<file path="src/rtl/dmem_port_arbiter.sv">
// Purpose: round-robin arbiter that hands the single data-memory port to the
//          controller (C) or the debug/DMA loader (D) for whole bursts.
// Latency: first beat 1 cycle after req is seen in IDLE; read data 1 cycle after its beat.
// Backpressure: none inside a burst; a port waits, req held, until its gnt beats arrive.
// Ports:
//   Clk, ResetN                     clock, async active-low reset
//   c_req/c_wr/c_addr/c_len/c_wdata port C request (len = beats-1), wdata used live
//   c_gnt/c_rvalid/c_done           port C beat strobe, read valid, burst-done pulse
//   d_*                             port D, same meaning as port C
//   rdata                           shared read data, qualified by *_rvalid
//   mem_addr/mem_wr/mem_wdata       to the data memory
//   mem_rdata                       from the data memory (synchronous, 1-cycle)
//   busy, owner                     not-IDLE flag, current/most recent grantee (1 = D)
module dmem_port_arbiter #(
  parameter int AW = 8,
  parameter int DW = 16,
  parameter int LW = 4
) (
  input  logic          Clk,
  input  logic          ResetN,
  input  logic          c_req,
  input  logic          c_wr,
  input  logic [AW-1:0] c_addr,
  input  logic [LW-1:0] c_len,
  input  logic [DW-1:0] c_wdata,
  output logic          c_gnt,
  output logic          c_rvalid,
  output logic          c_done,
  input  logic          d_req,
  input  logic          d_wr,
  input  logic [AW-1:0] d_addr,
  input  logic [LW-1:0] d_len,
  input  logic [DW-1:0] d_wdata,
  output logic          d_gnt,
  output logic          d_rvalid,
  output logic          d_done,
  output logic [DW-1:0] rdata,
  output logic [AW-1:0] mem_addr,
  output logic          mem_wr,
  output logic [DW-1:0] mem_wdata,
  input  logic [DW-1:0] mem_rdata,
  output logic          busy,
  output logic          owner
);

  typedef enum logic [1:0] {
    IDLE  = 2'd0,
    BURST = 2'd1,
    DONE  = 2'd2
  } state_t;

  state_t        state, state_nxt;
  logic          owner_q;   // 0 = C, 1 = D
  logic          lat_wr;
  logic [AW-1:0] addr_q;
  logic [LW-1:0] cnt_q;     // beats remaining after the current one
  logic          rv_c_q;
  logic          rv_d_q;
  logic          win_any;
  logic          win_d;

  // With both requesting, the port that did not own the last burst wins.
  // Reset leaves owner at D so C wins the very first contention.
  assign win_any = c_req || d_req;
  assign win_d   = d_req && (!c_req || !owner_q);

  always_ff @(posedge Clk or negedge ResetN) begin
    if (!ResetN) begin
      state <= IDLE;
    end else begin
      state <= state_nxt;
    end
  end

  always_comb begin
    state_nxt = state;
    c_gnt     = 1'b0;
    d_gnt     = 1'b0;
    c_done    = 1'b0;
    d_done    = 1'b0;
    mem_wr    = 1'b0;
    mem_wdata = '0;
    busy      = 1'b0;
    case (state)
      IDLE: begin
        if (win_any) begin
          state_nxt = BURST;
        end
      end
      BURST: begin
        busy      = 1'b1;
        c_gnt     = !owner_q;
        d_gnt     = owner_q;
        mem_wr    = lat_wr;
        // Write data follows the winner live so it can change every beat.
        mem_wdata = owner_q ? d_wdata : c_wdata;
        if (cnt_q == '0) begin
          state_nxt = DONE;
        end
      end
      DONE: begin
        busy      = 1'b1;
        c_done    = !owner_q;
        d_done    = owner_q;
        state_nxt = IDLE;
      end
      default: begin
        state_nxt = IDLE;
      end
    endcase
  end

  always_ff @(posedge Clk or negedge ResetN) begin
    if (!ResetN) begin
      owner_q <= 1'b1;
      lat_wr  <= 1'b0;
      addr_q  <= '0;
      cnt_q   <= '0;
      rv_c_q  <= 1'b0;
      rv_d_q  <= 1'b0;
    end else begin
      // A read beat now means memory data is on mem_rdata next cycle.
      rv_c_q <= (state == BURST) && !lat_wr && !owner_q;
      rv_d_q <= (state == BURST) && !lat_wr && owner_q;
      if (state == IDLE && win_any) begin
        owner_q <= win_d;
        lat_wr  <= win_d ? d_wr   : c_wr;
        addr_q  <= win_d ? d_addr : c_addr;
        cnt_q   <= win_d ? d_len  : c_len;
      end else if (state == BURST) begin
        addr_q <= addr_q + AW'(1);   // wraps naturally at 2^AW
        cnt_q  <= cnt_q - LW'(1);
      end
    end
  end

  assign mem_addr = addr_q;
  assign owner    = owner_q;
  assign c_rvalid = rv_c_q;
  assign d_rvalid = rv_d_q;
  // The RAM already registers its output; rdata is that word, zeroed when not valid.
  assign rdata    = (rv_c_q || rv_d_q) ? mem_rdata : '0;

endmodule

</file>
<file path="config.mk">
export PLATFORM = sky130hd
export DESIGN_NAME = dmem_port_arbiter
export DESIGN_NICKNAME = d
export VERILOG_FILES = /design/src/rtl/dmem_port_arbiter.sv
export SDC_FILE = /design/constraint.sdc
export NUM_CORES = 1
export LEC_CHECK = 0
export ABC_CLOCK_PERIOD_IN_PS = 2420
export BUFFER_PORTS_ARGS = -buffer_cell sky130_fd_sc_hd__buf_2
export CAP_MARGIN = 10
export CORE_MARGIN = 1
export CORE_UTILIZATION = 38
export DETAILED_ROUTE_END_ITERATION = 8
export GPL_TIMING_DRIVEN = 0
export PLACE_DENSITY_LB_ADDON = 0.05
export SLEW_MARGIN = 25
export SYNTH_ARGS = -nofsm -noshare
export SYNTH_HDL_FRONTEND = slang
export SYNTH_SLANG_ARGS = --single-unit
</file>
<file path="constraint.sdc">
create_clock -name Clk -period 2.42 [get_ports Clk]
set_clock_uncertainty 0.05 [all_clocks]
set_input_delay 0.605 -clock Clk [delete_from_list [all_inputs] [get_ports Clk]]
set_output_delay 0.605 -clock Clk [all_outputs]
set_load 0.03 [all_outputs]
</file>
### Word-level counts from Yosys, hierarchy flattened

Index checks and enable logic that the tools add are counted.

| word-level totals | value |
|---|---|
| flip-flop bits (word level) | 18 |

| operators by class | value |
|---|---|
| add/sub/neg operators | 2 |
| equal/unequal tests | 4 |
| multiplexer cells | 19 |
| reduce and logical (&&, ||, !) cells | 16 |

Operator list:

| kind | count |
|---|---|
| 16-bit two-way mux | 3 |
| 8-bit two-way mux | 3 |
| 4-bit two-way mux | 3 |
| 8-bit by 1-bit adder with 8-bit output, second input constant | 1 |
| 1-bit two-way mux | 7 |
| 1-bit logical AND | 5 |
| 4-bit zero test | 1 |
| 2-bit two-way mux | 2 |
| 2-bit inequality test, second input constant | 2 |
| 2-bit one-hot mux with 2 select lines | 1 |
| 4-bit by 1-bit subtractor with 4-bit output, second input constant | 1 |
| 1-bit zero test | 3 |
| 1-bit logical OR | 3 |
| 2-bit by 1-bit == test with 1-bit output, second input constant | 1 |
| 2-bit == test, second input constant | 1 |
| 2-bit zero test | 1 |
| 2-bit AND reduction | 1 |
| 2-bit nonzero test | 1 |
| 2-bit OR reduction | 1 |

### Logic depth before layout (Yosys ltp)

| depth | value |
|---|---|
| depth in word-level cells | 5 |
| gate-level depth with buffers | 7 |

### Worst setup path after synthesis

OpenSTA, ideal clock, no wires.

| path | value |
|---|---|
| path kind | register to output |
| from | reg owner_q, in the netlist owner |
| to | out mem_wdata[11] |
| arrival | 1,651 ps |
| data required time | 1,765 ps |
| path slack | 114 ps |
| cell stages (with the launch flop) | 5 |
| path buffers | 2 |
| cells stage by stage | dfstp_2 -> buf_2 -> buf_1 -> mux2i_1 -> nor2_1 |

| on the way | value |
|---|---|
| cells in the longest elaborated chain, start to end | 2 |

Ends and longest elaborated chain:

| what | line | text |
|---|---|---|
| start: declaration | 53 | `logic owner_q;` |
| start signal: assignment | 126 | `owner_q <= win_d;` |
| 16-bit two-way mux | 96 | `mem_wdata = owner_q ? d_wdata : c_wdata;` |
| 16-bit two-way mux | 84 | `case (state)` |
| end: declaration | 40 | `output logic [DW-1:0] mem_wdata,` |

No other way between the ends.

### Worst setup path in the final report

| path | value |
|---|---|
| from | reg owner_q, in the netlist owner |
| to | out mem_wdata[10] |

Same word-level chain as after synthesis.

==> impl_results.md <==
* CTS tree: built
* Hold_ws at between 0.2 and 0.25 ns
* Crit path max fanout at 10
* Vias per std cell at 4.83
* Antenna violations before repair at 0
* Dpl hpwl at 3.52 mm
* Pwr dens at around 1300 nW/um2
* Max-cap viol count at 0
* Final wirelength at 4.46 mm
* Max IR drop VDD at around 0.0008 V
* GR Layer Usage met1 at about a quarter
* Antenna Violating Nets Remaining at 0
* DRT Pass-1 Iters at 4
* #FFs+latches synth at 18
* Bufs on Longest Clock Path at 2
* Area delta synth->final at 52.0%
* Clock sink count at 18
* IO Count at roughly 130
* Fill cells at 387
* Worst path cell trace: buf_2, buf_4, mux2i_1, nor2_1, buf_2
* Via Count at 1710
* Row count at 22
* Clock Tree Root: clkbuf_8
* Arrival time at the worst endpoint at 1.68 ns
* HP Class: primary input to asynchronous set/reset pin
* Syn Area/Cell at roughly 8.4 um2
* R2R cell count at 7
* Netlist cell types at 37
* CP max-delay cell: dfstp_2
* FFs w/ async S/R, synth at 100%
* Buf+Inv Stages, Crit Path at 3
* YS warnings at 0
* Total CTS buffers at 3
* WS Path Type: register to output port
* Total grt overflow at 0
* Final Hold Fails at 0
* Crit path time final at 2.34 ns
* Seq/Total Area, Yosys at 30.7%
* Fmax at ~0.43 GHz
* DRC Markers at 0
* Worst setup startpoint: owner$_DFFE_PN1P_
* Met3 usage at 4.64%
* Clock Pin Slew Worst Setup and Hold Paths at 0.07 ns
* First-pass GRT wire length at between 6 and 7 mm
* Nets@finish at roughly 390
* Number of global-route vias before repair at ~1500
* Yosys top cell by area: dfrtp_1
* H-tree depth at 1
* Area of the die at approximately 4100 um2
* Post-synth EDFFs at 0
* Reg-to-reg endpoint: mem_addr[4]$_DFFE_PN0P_
* Req. time, crit path at around 1.8 ns
* Largest stage delay on the critical path at 0.52 ns
* Port buffer count at approximately 130
* Clk_lat worst skew at roughly 0.26 ns
* Die W at roughly 64 um
* Core Area at approximately 3700 um2
* Routed len/inst at 12.6 um
* Top_reg_cell synth: dfrtp_1
* Syn nets at 260
* ANT cells at 0
* Lkg Pwr at ~0.0013 uW
* Critical path endpoint category: output port
* GPL Wtd Cong at 0.761
* Period utilisation layout at 96.5%
* CP delay by family, top: buffers and inverters
* Finished Core Util at between 60% and 70%
* FF-to-FF setup slack at between 0.2 and 0.3 ns
* Mapped cell area at ~1500 um2
* Largest net degree at the start of global routing at 19
* Crit Reg-Reg Startpoint: state[1]$_DFFE_PN0P_
* Fin. max-slew vios at 0
* Most frequent cells after synthesis: nor2_1, mux2i_1, nor2b_1, dfrtp_1, nand2_1
* CP Launch Type: register
* Worst-Margin Slew at around 0.64 ns
* Count leader, synth: nor2_1
* Count of final setup violators at 0
* Global routing's busiest layer: met2
* DR iter-0 viols at 50
* Initial Util at approximately 40%
* Top post-synthesis cells by area: dfrtp_1, mux2i_1, nor2b_1, nor2_1, ha_1
* Die Y-Extent at between 60 and 70 um
* CP dominant cell by count: buf_2
* GRT met2 Usage at 37.0%
* Mapped Cells at 176
* GRT Overall Usage at 21.0%
* RSZ-0062 raised after global routing: true
* Relative slew margins at a little under three fifths
* Share of the synthesized area in the top cell type at slightly below 30%
* Run status: finished clean
* Share of cells above drive strength 1 at between 40% and 50%
cell families (layout without fill, tap and decap cells):
family / Yosys count / after routing / share of synthesized area (%)
muxes: 20 / 20 / 13.7
DFF: 18 / 18 / 30.7
xor gates and xnor gates: 8 / 8 / 4.76
and+or+nand+nor: 73 / 73 / 24.8
buffers and inverters: 17 / 147 / 4.93
adders and majority gates: 6 / 6 / 5.10
AOI/OAI and AO/OA: 34 / 34 / 16.0
timing repair:
| item | in CTS | in global routing |
|---|---|---|
| resized for setup | 4 | 2 |
| setup buffers | 2 | 0 |
| setup endpoints to repair | 18 | 19 |
| hold buffers | 0 | 0 |
worst max-delay path by stage:
stage | slack [ns] | cells after the start | to
3_3_place_gp | -0.12 | 7 | mem_wdata[10]
2_1_floorplan | 0.11 | 4 | mem_wdata[11]
6_report | 0.08 | 5 | mem_wdata[10]
5_1_grt | -0.02 | 5 | mem_wdata[8]
4_1_cts | 0.0002 | 6 | mem_wdata[10]
3_5_place_dp | -0.10 | 7 | mem_wdata[10]
flip-flops by register name, indices dropped and copies added, names as in the netlist:
register	cells
c_rvalid	1
cnt_q	4
d_rvalid	1
lat_wr	1
mem_addr	8
owner	1
state	2
report_power, final:
part	internal, uW	leakage [uW]	total, uW	switching, uW
combinational	755	0.00103	2180	1420
clock	145	0.0000288	251	106
sequential	450	0.000212	568	118
total	1350	0.00127	3000	1650
area by class of cell:
cell class              count  area, um2  area share [%]
plain buffers              10       53.8            2.40
multi-input cells         141        950            42.4
flip-flops and latches     18        452            20.2
repair buffers            127        641            28.6
clock buffers               4       55.1            2.46
well taps                  48       60.1            2.68
inverters                   6       26.3            1.17
layer usage:
layer  share of wire [%]  up-vias  routed length (um)
met5                   0        -                   0
met4                0.43        0                  19
met3                 4.9        2                 218
met2                  49       53                2200
met1                  45      779                2020
li1                    -      876                   -
layout by cell type, fill, tap and decap left out, types with 2 or more instances in the layout:
cell type	instances
buf_2	132
nor2_1	23
mux2i_1	19
nor2b_1	19
dfrtp_1	17
nand2_1	11
xor2_1	7
o21ai_0	6
inv_1	5
a22oi_1	5
a21oi_1	5
ha_1	5
and2_1	4
and3_1	4
nand3_1	4
o22ai_1	4
clkbuf_8	4
buf_4	3
a32o_1	3
nor3_1	2
nand2b_1	2
nand4_1	2
a31oi_1	2
metrics by stage:
stage	setup WS (ns)	total power [uW]	area, um2	std cells	setup TNS [ns]
after floorplan	0.114	2130	1470	176	0
after global placement	-0.117	2690	2160	349	-0.922
after detailed placement	-0.102	2700	2160	349	-0.896
after CTS	0.000207	3010	2230	354	0
after global routing	-0.0238	3230	2240	354	-0.103
final	0.0841	3000	2240	354	0
No activity file was read; power rests on OpenSTA's default activity.
